<file path="src/rtl/dpi_stream_sequencer.sv">
// Flow-key to stream-ID sequencer feeding the regex matchers: restore strobe, payload bytes, end-of-packet strobe.
// Optional statistics counters are compiled in with DPI_SEQ_STATS_EN.
module dpi_stream_sequencer #(
    parameter int KEY_W = 16
) (
    input  logic             clk,
    input  logic             rst_n,
    input  logic             flush,
    input  logic             s_valid,
    output logic             s_ready,
    input  logic [7:0]       s_data,
    input  logic             s_sop,
    input  logic             s_eop,
    input  logic [KEY_W-1:0] s_key,
    output logic             load_state,
    output logic [5:0]       stream_id,
    output logic             new_stream_id,
    output logic [7:0]       char_in,
    output logic             char_in_vld,
    output logic             eop
`ifdef DPI_SEQ_STATS_EN
    ,
    output logic [15:0]      pkt_cnt,
    output logic [15:0]      new_cnt,
    output logic [15:0]      drop_cnt
`endif
);

    typedef enum logic [2:0] {IDLE, LOOKUP, LOAD, WAIT, STREAM, EOP} state_t;

    state_t           state_q, state_d;
    logic [KEY_W-1:0] key_q, key_d;
    logic [63:0]      tbl_vld_q, tbl_vld_d;
    logic [KEY_W-1:0] tbl_key_q [64];
    logic [KEY_W-1:0] tbl_key_d [64];
    logic [5:0]       alloc_ptr_q, alloc_ptr_d;
    logic [1:0]       hold_q, hold_d;
    logic             load_state_q, load_state_d;
    logic [5:0]       stream_id_q, stream_id_d;
    logic             new_q, new_d;
    logic [7:0]       char_q, char_d;
    logic             char_vld_q, char_vld_d;
    logic             eop_q, eop_d;

    // A flush in the same cycle as a lookup clears the table first, then the lookup allocates.
    logic [63:0] live_vld;
    logic [5:0]  base_ptr;
    logic        hit;
    logic [5:0]  hit_idx;
    logic        drop_beat;
    logic        accept;

    assign live_vld  = flush ? 64'd0 : tbl_vld_q;
    assign base_ptr  = flush ? 6'd0 : alloc_ptr_q;
    assign drop_beat = (state_q == IDLE) && (hold_q == 2'd0) && s_valid && !s_sop;
    assign accept    = (state_q == STREAM) && s_valid;
    assign s_ready   = drop_beat || (state_q == STREAM);

    always_comb begin
        hit     = 1'b0;
        hit_idx = 6'd0;
        for (int i = 0; i < 64; i++) begin
            if (live_vld[i] && (tbl_key_q[i] == key_q) && !hit) begin
                hit     = 1'b1;
                hit_idx = 6'(i);
            end
        end
    end

    always_comb begin
        state_d      = state_q;
        key_d        = key_q;
        tbl_vld_d    = live_vld;
        tbl_key_d    = tbl_key_q;
        alloc_ptr_d  = base_ptr;
        hold_d       = hold_q;
        load_state_d = 1'b0;
        stream_id_d  = stream_id_q;
        new_d        = new_q;
        char_d       = char_q;
        char_vld_d   = 1'b0;
        eop_d        = 1'b0;
        case (state_q)
            IDLE: begin
                // hold_q keeps the next restore at least four cycles behind eop
                if (hold_q != 2'd0) begin
                    hold_d = hold_q - 2'd1;
                end else if (s_valid && s_sop) begin
                    key_d   = s_key;
                    state_d = LOOKUP;
                end
            end
            LOOKUP: begin
                // Strobe and ID are registered here so they are visible during LOAD
                load_state_d = 1'b1;
                state_d      = LOAD;
                if (hit) begin
                    stream_id_d = hit_idx;
                    new_d       = 1'b0;
                end else begin
                    stream_id_d         = base_ptr;
                    new_d               = 1'b1;
                    tbl_vld_d[base_ptr] = 1'b1;
                    tbl_key_d[base_ptr] = key_q;
                    alloc_ptr_d         = base_ptr + 6'd1;
                end
            end
            LOAD:   state_d = WAIT;
            WAIT:   state_d = STREAM;
            STREAM: begin
                if (accept) begin
                    char_d     = s_data;
                    char_vld_d = 1'b1;
                    if (s_eop) state_d = EOP;
                end
            end
            EOP: begin
                eop_d   = 1'b1;
                hold_d  = 2'd2;
                state_d = IDLE;
            end
            default: state_d = IDLE;
        endcase
    end

    always_ff @(posedge clk) begin
        if (!rst_n) begin
            state_q      <= IDLE;
            key_q        <= '0;
            tbl_vld_q    <= '0;
            alloc_ptr_q  <= '0;
            hold_q       <= '0;
            load_state_q <= 1'b0;
            stream_id_q  <= '0;
            new_q        <= 1'b0;
            char_q       <= '0;
            char_vld_q   <= 1'b0;
            eop_q        <= 1'b0;
        end else begin
            state_q      <= state_d;
            key_q        <= key_d;
            tbl_vld_q    <= tbl_vld_d;
            alloc_ptr_q  <= alloc_ptr_d;
            hold_q       <= hold_d;
            load_state_q <= load_state_d;
            stream_id_q  <= stream_id_d;
            new_q        <= new_d;
            char_q       <= char_d;
            char_vld_q   <= char_vld_d;
            eop_q        <= eop_d;
        end
    end

    // Key storage is qualified by the valid bits, so it needs no reset.
    always_ff @(posedge clk) begin
        tbl_key_q <= tbl_key_d;
    end

    assign load_state    = load_state_q;
    assign stream_id     = stream_id_q;
    assign new_stream_id = new_q;
    assign char_in       = char_q;
    assign char_in_vld   = char_vld_q;
    assign eop           = eop_q;

`ifdef DPI_SEQ_STATS_EN
    logic [15:0] pkt_cnt_q, pkt_cnt_d;
    logic [15:0] new_cnt_q, new_cnt_d;
    logic [15:0] drop_cnt_q, drop_cnt_d;

    always_comb begin
        pkt_cnt_d  = pkt_cnt_q;
        new_cnt_d  = new_cnt_q;
        drop_cnt_d = drop_cnt_q;
        if (flush) begin
            pkt_cnt_d  = '0;
            new_cnt_d  = '0;
            drop_cnt_d = '0;
        end else begin
            if (eop_q && (pkt_cnt_q != 16'hFFFF))                 pkt_cnt_d  = pkt_cnt_q + 16'd1;
            if (load_state_q && new_q && (new_cnt_q != 16'hFFFF)) new_cnt_d  = new_cnt_q + 16'd1;
            if (drop_beat && (drop_cnt_q != 16'hFFFF))            drop_cnt_d = drop_cnt_q + 16'd1;
        end
    end

    always_ff @(posedge clk) begin
        if (!rst_n) begin
            pkt_cnt_q  <= '0;
            new_cnt_q  <= '0;
            drop_cnt_q <= '0;
        end else begin
            pkt_cnt_q  <= pkt_cnt_d;
            new_cnt_q  <= new_cnt_d;
            drop_cnt_q <= drop_cnt_d;
        end
    end

    assign pkt_cnt  = pkt_cnt_q;
    assign new_cnt  = new_cnt_q;
    assign drop_cnt = drop_cnt_q;
`endif

endmodule

</file>
<file path="config.mk">
export PLATFORM = sky130hd
export DESIGN_NAME = dpi_stream_sequencer
export DESIGN_NICKNAME = d
export VERILOG_FILES = /design/src/rtl/dpi_stream_sequencer.sv
export SDC_FILE = /design/constraint.sdc
export NUM_CORES = 2
export LEC_CHECK = 0
export BUFFER_PORTS_ARGS = -buffer_cell sky130_fd_sc_hd__buf_2
export CAP_MARGIN = 30
export CORE_ASPECT_RATIO = 1.25
export CORE_MARGIN = 10
export CORE_UTILIZATION = 57
export DETAILED_ROUTE_END_ITERATION = 10
export HOLD_SLACK_MARGIN = 0.1
export PLACE_DENSITY = 0.76
export REMOVE_ABC_BUFFERS = 1
export SETUP_SLACK_MARGIN = 0.2
export SLEW_MARGIN = 20
export SYNTH_ARGS = -nofsm -noshare
export SYNTH_HDL_FRONTEND = slang
export SYNTH_SLANG_ARGS = --single-unit
export TNS_END_PERCENT = 50
</file>
<file path="constraint.sdc">
create_clock -name clk -period 5.35 [get_ports clk]
set_input_delay 0 -clock clk [delete_from_list [all_inputs] [get_ports clk]]
set_output_delay 0 -clock clk [all_outputs]
set_load 0.01 [all_outputs]
</file>
==> parameters.txt <==
Parameter                              Value

Power and ir drop
  Portion of total power attributed to combinational logic    0.124
  Total power of the final layout    slightly above 20000 uW
  Switching share of power    0.2440
  Reg power frac    0.492
  Leakage power summed over all cells    just under 0.02 uW
  Clock power share    0.384
  VDD IR max    approximately 0.35 mV
  Internal power contribution    between 15000 and 20000 uW
  Pwr dens    between 300 and 400 nW/um^2
  Switching power    around 5000 uW

Floorplanning
  Die extent in y    348.0 um
  Placement Rows    120
  Initial core utilization    0.5732
  Die X-Extent    between 200 and 300 um
  Core footprint    roughly 86000 um^2
  Area enclosed by the die boundary    roughly 98000 um^2
  I/O pin count    49

Setup path
  Worst setup path class    reg -> reg
  Beginning of the critical path    key_q[10]
  Number of cells on the worst reg-to-reg path    14
  Critical path required time    ~5.8 ns
  Capture point of the critical path    tbl_key_q[442]
  Critical path fanouts, max    30
  Startpoint class of the critical path    register
  Worst endpoint data arrival time    between 5 and 6 ns
  Reg-to-reg startpoint    key_q[10]
  Kind of end point of the critical path    register
  Crit Reg-Reg Endpoint    tbl_key_q[442]
  R2R setup slack    ~0.45 ns

Cells and area
  P&R area growth vs syn    15.60%
  Net count of the finished layout    approximately 3600
  Fraction of layout cells with a size suffix above 1    0.1498

Outcome
  Outcome    finished, final reports clean

CTS
  Root buffer cell    sky130_fd_sc_hd__clkbuf_16
  Insertion delay of the later-clocked pin in the worst-skew pair    0.69 ns
  TritonCTS clock tree    built
  H-tree levels    3
  Total clock buffers created by CTS    between 100 and 150
  Postcts setup bufs    0
  Maximum buffer depth of the clock tree    3
  Clock-pin slew of the registers on the worst-case setup and hold paths    ~0.060 ns
  TritonCTS Sinks    around 1100

Synthesis
  Dominant cell type by area after synthesis    sky130_fd_sc_hd__edfxtp_1
  Cell area after synthesis    slightly below 50000 um^2
  Main synth FF type    sky130_fd_sc_hd__edfxtp_1
  Per-instance average area after synthesis    14.79 um^2
  Number of enable flip-flop cells after synthesis    approximately 1000
  FFs w/ async S/R, synth    0
  Seq/Total Area, Yosys    0.6713
  Cell types with the largest area share after synthesis    sky130_fd_sc_hd__edfxtp_1 63%, sky130_fd_sc_hd__xor2_1 11%, sky130_fd_sc_hd__xnor2_1 7.6%
  Top-count cell post-synth    sky130_fd_sc_hd__edfxtp_1
  Area share of the leading cell type in the synthesized netlist    0.6268
  Synthesized instance count    around 3300
  Synth cell count leaders    1024 x sky130_fd_sc_hd__edfxtp_1, 603 x sky130_fd_sc_hd__xor2_1, 423 x sky130_fd_sc_hd__xnor2_1
  Count of different cell masters after synthesis    66
  Flip-flop and latch count after synthesis    about 1100
  Yosys synthesis warning count    0

STA
  Endpoints failing setup    0
  Worst Clk Skew    between 0.03 and 0.04 ns
  Fmax    between 200 and 250 MHz
  Final Hold Slack    approximately 0.27 ns
  Worst slew margin relative to its limit    0.3238
  Hold Vio Cnt, Final    0
  Portion of the clock cycle consumed by the worst path in the final layout    0.9162
  Max Slew Vio Count    0
  Shortest clock period the worst path allows after layout    about 4.9 ns
  Worst-margin pin slew    1.005 ns
  RSZ-0062 raised after global routing    false

Global route
  Number of antenna violations at the first check in global routing    4
  Via count of the first global-routing pass    between 20000 and 30000
  Largest net degree at the start of global routing    roughly 50
  Total global routing overflow    0
  Global-route wire length before repair    186600 um
  Total Routing Usage GR    0.2494

Detailed routing
  Count of TritonRoute iterations in the first routing pass    6
  Via count normalized by instance count    slightly above 6
  Total number of vias    between 20000 and 30000
  Number of remaining DRC errors    0
  Number of antenna-violating nets in the routed design    0
  Mean routed wirelength per cell    about 26 um
  Aggregate routed wire length    approximately 120000 um
  Starting DRT DRC Count    3117

Placed design
  DP HPWL    between 70000 and 80000 um
  Buffers added on ports    48
  Weighted congestion at the end of routability-driven global placement    0.9184

Min path
  Path type of the worst min-delay path    in -> reg

Flow run
  Max-capacitance violation count    0
==> critical path: stages (launching register included) <==
cell and delay (ns):
sky130_fd_sc_hd__dfxtp_4 0.56, sky130_fd_sc_hd__buf_12 0.26, sky130_fd_sc_hd__xor2_1 0.19, sky130_fd_sc_hd__nor3_1 0.09, sky130_fd_sc_hd__nand4_1 0.13, sky130_fd_sc_hd__a2bb2o_1 0.35
sky130_fd_sc_hd__nor4_1 0.40, sky130_fd_sc_hd__buf_4 0.23, sky130_fd_sc_hd__and2_1 0.18, sky130_fd_sc_hd__nor4b_4 0.37, sky130_fd_sc_hd__and3_1 0.35, sky130_fd_sc_hd__nand2_2 0.23
sky130_fd_sc_hd__buf_4 0.29, sky130_fd_sc_hd__nor3_2 0.64, sky130_fd_sc_hd__buf_4 0.30
==> how the worst min path moves through the flow <==
stage / depth (start not counted) / slack [ns] / from / end
4_1_cts: 6 / 0.22 / s_eop / state_q[0]
6_report: 6 / 0.27 / s_eop / state_q[0]
3_5_place_dp: 3 / 0.24 / s_key[11] / key_q[11]
5_1_grt: 4 / 0.27 / s_key[12] / key_q[12]
3_3_place_gp: 3 / 0.24 / s_key[3] / key_q[3]
2_1_floorplan: 2 / 0.11 / rst_n / tbl_vld_q[17]
==> logic make-up (layout without fill, tap and decap cells) <==
family | count (synthesis) | after routing | share of synthesized area
AO/OA/AOI/OAI | 197 | 197 | 0.03053
XOR/XNOR | 1026 | 1026 | 0.1832
adder cells (fa/ha/maj) | 2 | 2 | 0.0005100
buffers and inverters | 193 | 554 | 0.02453
flip-flops | 1133 | 1133 | 0.6713
other | 0 | 2 | 0
AND/OR/NAND/NOR | 767 | 767 | 0.09000
==> flip-flops by register name, summed over array words and instances (netlist names) <==
register / cells
alloc_ptr_q: 6
char_in: 8
char_in_vld: 1
eop: 1
hold_q: 2
key_q: 16
load_state: 1
new_stream_id: 1
state_q: 3
stream_id: 6
tbl_key_q: 1024
tbl_vld_q: 64
==> area by class of cell <==
class / instances / area (um^2)
fillers: 5641 / 28870
clock buffers: 140 / 2848
flip-flops and latches: 1133 / 32990
clock inverters: 52 / 735.7
multi-input cells: 1992 / 15330
diodes: 2 / 5.005
repair buffers: 340 / 3349
inverters: 22 / 82.58
well taps: 1098 / 1374
==> repair_timing <==
action	4_1_cts	5_1_grt
hold buffers	66	0
gates resized for setup	0	1
endpoints found under the hold margin	54	0
setup endpoints to repair	0	10
==> routing by layer <==
metal / vias to the layer above / part of all wire / track usage
li1: 12620 / - / -
met4: 4 / 0.043 / 0.1054
met3: 338 / 0.075 / 0.04053
met2: 1381 / 0.49 / 0.4146
met1: 14570 / 0.39 / 0.3216
met5: - / 0.00017 / 0
==> through the flow <==
stage	cell area, um^2	utilization	setup TNS [ns]	cells	setup WS [ns]
after floorplan	47940	-	-1870.27	3147	-2.287
after global placement	52220	0.6102	0	4500	0.3978
after detailed placement	52390	0.6122	0	4514	0.4304
after CTS	56640	0.6618	0	4772	0.3712
after global routing	56710	0.6626	0	4777	0.2240
final	56710	0.6627	0	4779	0.4485
==> power by group through the flow <==
| stage | registers (uW) | logic, uW | clock network, uW |
|---|---|---|---|
| 2_1_floorplan | 10600 | 988 | 0 |
| 3_3_place_gp | 10200 | 2360 | 0 |
| 3_5_place_dp | 10200 | 2440 | 0 |
| 4_1_cts | 10000 | 2500 | 7890 |
| 5_1_grt | 10000 | 2680 | 8220 |
| 6_report | 10000 | 2520 | 7830 |
==> cells in the final DEF (no fill, tap or decap), drive strengths merged, types with 10 or more instances in the layout <==
cell,n
a21oi,55
and3,11
buf,273
bufinv,18
clkbuf,141
clkinv,30
dfxtp,109
dlygate4sd3,66
edfxtp,1024
inv,24
nand2,149
nand3,47
nand4,124
nor2,57
nor2b,59
nor3,80
nor4,179
nor4b,15
o21a,43
o21ai,18
o22ai,17
o41ai,21
or2,10
xnor2,423
xor2,603
Note: power is estimated with default switching activity, not from simulation.
